[src/rtl/rr_arb_mux.sv]
// Registered N:1 arbitration mux. Round-robin or fixed-priority grant into a
// single output slot that can drain and reload in the same cycle.
module rr_arb_mux #(
    parameter int N  = 4,
    parameter int W  = 8,
    parameter int CW = 2
) (
    input  logic            clk,
    input  logic            reset,
    input  logic            mode,
    input  logic [N-1:0]    in_valid,
    input  logic [N*W-1:0]  in_data,
    output logic [N-1:0]    in_ready,
    output logic            out_valid,
    output logic [W-1:0]    out_data,
    output logic [CW-1:0]   out_chan,
    input  logic            out_ready
);

    logic [N-1:0][W-1:0] data_arr;
    logic [CW-1:0]       ptr;
    logic [CW-1:0]       gnt;
    logic                gnt_found;
    logic                load;
    logic                xfer;

    assign data_arr = in_data;
    assign load     = !out_valid || out_ready;
    assign xfer     = load && gnt_found && !reset;

    // Search order: ascending from 0 in fixed mode, from ptr+1 with wrap in RR.
    always_comb begin
        gnt       = '0;
        gnt_found = 1'b0;
        for (int k = 0; k < N; k++) begin
            int idx;
            if (mode) begin
                idx = k;
            end else begin
                idx = int'(ptr) + 1 + k;
                if (idx >= N) idx = idx - N;
                if (idx >= N) idx = idx - N;
            end
            if (!gnt_found && in_valid[idx]) begin
                gnt       = CW'(idx);
                gnt_found = 1'b1;
            end
        end
    end

    always_comb begin
        in_ready = '0;
        if (xfer) in_ready[gnt] = 1'b1;
    end

    always_ff @(posedge clk) begin
        if (reset) begin
            out_valid <= 1'b0;
            out_data  <= '0;
            out_chan  <= '0;
            ptr       <= CW'(N - 1);
        end else if (load) begin
            out_valid <= xfer;
            if (xfer) begin
                out_data <= data_arr[gnt];
                out_chan <= gnt;
                ptr      <= gnt;
            end
        end
    end

endmodule

[config.mk]
export PLATFORM = sky130hd
export DESIGN_NAME = rr_arb_mux
export DESIGN_NICKNAME = d
export VERILOG_FILES = /design/src/rtl/rr_arb_mux.sv
export SDC_FILE = /design/constraint.sdc
export NUM_CORES = 1
export LEC_CHECK = 0
export CAP_MARGIN = 5
export CORE_MARGIN = 4
export CORE_UTILIZATION = 45
export CTS_BUF_LIST = sky130_fd_sc_hd__clkbuf_4 sky130_fd_sc_hd__clkbuf_8
export DETAILED_ROUTE_END_ITERATION = 8
export PLACE_DENSITY = 0.88
export SLEW_MARGIN = 10
export SYNTH_ARGS = -nofsm -noshare
export SYNTH_HDL_FRONTEND = slang
export SYNTH_SLANG_ARGS = --single-unit
[constraint.sdc]
create_clock -name clk -period 5.6 [get_ports clk]
set_input_delay 0.56 -clock clk [delete_from_list [all_inputs] [get_ports clk]]
set_output_delay 0.56 -clock clk [all_outputs]
set_load 0.02 [all_outputs]
### After elaboration in Yosys (flattened, before gate mapping)

Index checks and enable logic that the tools add are counted.

* muxes and demuxes: 41
* magnitude comparators: 14
* reductions and logical operators: 13
* $add $sub $neg: 12

Operators by type and width (number)
* 32-bit 2-to-1 mux: 16
* 32-bit by 4-bit greater-or-equal comparator with 1-bit output, second input constant: 7
* 32-bit by 4-bit subtractor with 32-bit output, second input constant: 7
* 32-bit by 4-bit < comparator with 1-bit output, second input constant: 4
* 32-bit by 2-bit adder with 32-bit output, second input constant: 1
* 32-bit by 3-bit adder with 32-bit output, second input constant: 1
* 8-bit binary-select mux with 2-bit select: 1
* 1-bit 2-to-1 mux: 13
* 1-bit binary-select mux with 2-bit select: 4
* 2-bit 2-to-1 mux: 4
* 8-bit 2-to-1 mux: 1
* 1-bit logical AND: 6
* 1-bit zero test: 5
* 4-bit by 3-bit subtractor with 5-bit output, second input constant: 1
* 3-bit by 2-bit adder with 4-bit output, second input constant: 1
* 4-bit by 3-bit greater-or-equal comparator with 1-bit output, second input constant: 1
* 4-bit 2-to-1 mux: 1
* 2-bit by 1-bit adder with 3-bit output, second input constant: 1
* 2-bit by 3-bit < comparator with 1-bit output, second input constant: 1
* 1-bit demux with 2-bit select: 1
* 2-bit by 1-bit greater-or-equal comparator with 1-bit output, second input constant: 1
* 2-bit AND reduction: 1
* 1-bit logical OR: 1

* input port bits: 40
* register bits after elaboration: 13
* word-level logic and storage cells: 84

### Logic depth before layout (Yosys ltp)

* depth after elaboration: 25
* depth in mapped cells: 8
* gate-level depth less buffers: 6

### Worst setup path before layout

No wires, ideal clock.

* kind: input port to output port
* start: input port in_valid[2]
* end: output port in_ready[1]
* path buffers: 2
* path slack: 3.060 ns
* arrival: 1.980 ns
* stages: 7
* cells stage by stage: buf_6 nor3b_2 a211oi_2 o211ai_1 o31a_1 buf_6 nor2_1

* word-level cells in the longest chain between the ends: 18
* elaborated cells between the ends (all ways): 34
* classes of those cells: order compare: 2; mux: 23; reduce/logical: 9

RTL lines
* start, declared: RTL line 11 `input logic [N-1:0] in_valid,`
* 1-bit binary-select mux with 2-bit select: RTL line 44 `if (!gnt_found && in_valid[idx]) begin`
* 1-bit 2-to-1 mux (not written as such) (2 in a row): RTL line 44
* 1-bit 2-to-1 mux: RTL line 44
* 1-bit zero test: RTL line 44
* 1-bit logical AND: RTL line 44
* 1-bit 2-to-1 mux: RTL line 44
* 1-bit zero test: RTL line 44
* 1-bit logical AND: RTL line 44
* 1-bit 2-to-1 mux: RTL line 44
* 1-bit zero test: RTL line 44
* 1-bit logical AND: RTL line 44
* 2-bit 2-to-1 mux: RTL line 44
* 2-bit by 3-bit < comparator with 1-bit output (not written as such) / 2-bit by 1-bit greater-or-equal comparator with 1-bit output (equally long branches): RTL line 53 `if (xfer) in_ready[gnt] = 1'b1;`
* 1-bit logical AND (not written as such): RTL line 53
* 1-bit 2-to-1 mux (not written as such): RTL line 53
* 1-bit demux with 2-bit select: RTL line 53
* 4-bit 2-to-1 mux *: RTL line 53
* end, declared: RTL line 13 `output logic [N-1:0] in_ready,`

Mark *: on every way between the ends. The rest lies on a longest branch, timed or not. The select of a mux whose other input is x is not followed.

### Final worst setup path

* start: input port mode
* end: output port in_ready[1]

* word-level cells in the longest chain between the ends: 19
* elaborated cells between the ends (all ways): 38
* classes of those cells: order compare: 2; mux: 27; reduce/logical: 9

RTL lines
* start, declared: RTL line 10 `input logic mode,`
* 32-bit 2-to-1 mux: RTL line 37 `if (mode) begin`
* 1-bit binary-select mux with 2-bit select: RTL line 44
* 1-bit 2-to-1 mux (not written as such) (2 in a row): RTL line 44
* 1-bit 2-to-1 mux: RTL line 44
* 1-bit zero test: RTL line 44
* 1-bit logical AND: RTL line 44
* 1-bit 2-to-1 mux: RTL line 44
* 1-bit zero test: RTL line 44
* [2 not listed]
* 1-bit zero test: RTL line 44
* 1-bit logical AND: RTL line 44
* 2-bit 2-to-1 mux: RTL line 44
* 2-bit by 3-bit < comparator with 1-bit output (not written as such) / 2-bit by 1-bit greater-or-equal comparator with 1-bit output (equally long branches): RTL line 53
* 1-bit logical AND (not written as such): RTL line 53
* 1-bit 2-to-1 mux (not written as such): RTL line 53
* 1-bit demux with 2-bit select: RTL line 53
* 4-bit 2-to-1 mux *: RTL line 53

Marked as above.

==> impl_results.md <==
* Post-route ant nets at 0
* Period utilisation layout at 77.4%
* Min-Delay Path Class: flop to flop
* Initial antenna violation count at 0
* Layout cell share with drive strength beyond 1 at 9.04%
* Synth warnings at 0
* Routability cong. at about 0.88
* Final-report hold violation count at 0
* Final setup margin at around 1300 ps
* Worst vdd ir at 0.143 mV
* Dpl cell area at approximately 0.0016 sq mm
* H-tree levels at 1
* DRT Pass-1 Iters at 4
* 1st-iter DRT viols at 45
* Unrepaired setup endpoints after global routing: no
* Post-DP HPWL at 2.61 mm
* Synth cell types at 45
* Avg Cell Area, Syn at a little under 8 sq um
* Final instance area at 0.00165 sq mm
* Async set or reset register ratio after synthesis at 0%
* IO buf count at 54
* CTS tree: yes
* Total wire length at 3.30 mm
* Cts repair resizes at 0
* RR Endpoint: out_data[0]
* First-pass GRT wire length at about 5.4 mm
* Crit path kind: primary input to output pin
* Remaining DRCs at 0
* CTS buffer count at 3
* Clk sinks at 13
* Pre-CTS WS at 1300 ps
* Post-synthesis register bit count at 13
* Hold Path Sink: out_chan[0]
* Worst Hold Depth at 2
* # setup viols final at 0
* Maximum number of pins on one net before global-route repair at 14
* Ant diodes at 0
* Number of global-route vias before repair at 1221
* Clock Tree Buf Depth at 2
* Hold_sp: out_chan[0]
* Worst EP arrival at 3780 ps
* Peak Freq at between 200 and 250 MHz
* Synthesized instance count at approximately 140
* Ys flop type: dfxtp_1
* Gr ovfl total at 0
* GRT Util Overall at 20.6%
* Worst EP required at 5040 ps
* DR WL/cell at 15.3 um
* Nets at 229
* Die Wd at 57.9 um
* Element type at the critical path start: primary input
* Die ar. at 0.00335 sq mm
* Clock latency on the worst-skew pair at 290 ps
* Setup repair bufs after CTS at 0
* Crit end category: output pin
* Max FO, Critical Path at 12
* Worst R2R Start: ptr[1]
* Total Power at 343 uW
* Setup TNS at 0 ps
* Number of enable flip-flop cells after synthesis at 0
* Slew headroom at 44.7%
* DIE HEIGHT at 57.9 um
* CTS clock-pin slew for the worst setup and hold paths at approximately 80 ps
* Rows at 17
* Hold buffer count at cts at 0
* Area grow syn2layout at 47.7%
* Clock Skews at 10.2 ps
* Root Buffer: clkbuf_4
* Power Density at 207 mW/mm^2
* Fin crit period at about 4300 ps
* Synthesized Nets at between 150 and 200
* Outcome: completed
* Worst reg-to-reg setup slack at 3210 ps
* Static leakage at 0.000666 uW
* Starting Density at slightly below 50%
* Post-synthesis cell area at 0.00112 sq mm
* Worst-Margin Slew at 829 ps
* Fin util at 72.0%
* Area of the core at around 0.0023 sq mm
* R2r worst-path depth at 6
* Fill count at about 200
* Post-synthesis sequential area ratio at 23.2%
* Maxcap violations at 0
* Vias post-DR at around 1200
* IO Count at between 50 and 60
* Via/cell ratio at about 5.8
* Slew Limit Fails at 0
[cell usage after synthesis, types with 3 or more instances]
master	n	share of area, %
nand2_1	18	6.0
a21oi_1	16	7.2
dfxtp_1	13	23
nor2_1	10	3.4
mux2i_1	9	8.0
buf_2	6	2.7
inv_1	5	1.7
a211o_1	4	3.1
mux2_4	4	5.4
o31ai_1	4	2.7
a221oi_1	3	2.3
buf_6	3	3.0
nand3_1	3	1.3
o21bai_1	3	2.0
[flip-flops by register name (all words and copies together) (netlist names)]
name,flops
ptr,2
out_data,8
out_valid,1
out_chan,2
[how the worst max path moves through the flow]
| stage | from | endpoint | cells after the start |
|---|---|---|---|
| 3_3_place_gp | mode | in_ready[1] | 7 |
| 2_1_floorplan | in_valid[2] | in_ready[1] | 7 |
| 3_5_place_dp | mode | in_ready[1] | 7 |
| 5_1_grt | mode | in_ready[1] | 7 |
| 4_1_cts | mode | in_ready[1] | 7 |
| 6_report | mode | in_ready[1] | 7 |
[final cells by class]
| class | count | area (sq um) | area share (%) |
|---|---|---|---|
| Multi-Input combinational cell | 111 | 762 | 46.1 |
| Sequential cell | 13 | 260 | 15.7 |
| Clock buffer | 4 | 30.0 | 1.82 |
| Tap cell | 28 | 35.0 | 2.12 |
| Inverter | 5 | 18.8 | 1.13 |
| Timing Repair Buffer | 55 | 548 | 33.1 |
[stage by stage]
stage               hold WS [ps]  std cells
finish                       471        216
global route                 500        216
CTS                          472        216
detailed placement           460        212
global placement             442        212
floorplan                    534        141
[cells by family after synthesis]
family,synth area share (%)
AO/OA/AOI/OAI,30.4
flip-flops,23.2
AND/OR/NAND/NOR,24.2
buffers and inverters,8.72
multiplexers,13.4
[report_power, final]
group	switching [uW]	internal, uW	total, uW
logic	77.3	81.5	159
clock network	34.3	32.6	66.9
registers	11.4	106	117
total	123	220	343
[critical path: stages]
cell	delay, ps
clkdlybuf4s50_1	720
mux2i_1	280
nand3_1	100
a32oi_1	700
nand3_1	370
nor2_1	370
clkdlybuf4s50_1	680
[metal layers]
layer,share of wire (%),up-vias,global-route usage (%),wire [um]
li1,-,619,-,-
met2,51,65,36.3,1670
met3,8.3,8,4.90,275
met1,39,554,23.6,1270
met4,2.5,0,8.61,81
met5,0,-,0,0
[placed cells by master (no fill, tap or decap), types with 3 or more instances in the layout]
master | netlist | layout
nand2_1 | 18 | 18
dfxtp_1 | 13 | 13
clkbuf_4 | 0 | 4
mux2_4 | 4 | 4
a21oi_1 | 16 | 16
nor2_1 | 10 | 10
o31ai_1 | 4 | 4
a211o_1 | 4 | 4
clkdlybuf4s50_1 | 0 | 54
mux2i_1 | 9 | 9
inv_1 | 5 | 5
nand3_1 | 3 | 3
a221oi_1 | 3 | 3
o21bai_1 | 3 | 3
(Power assumes the default switching activity.)
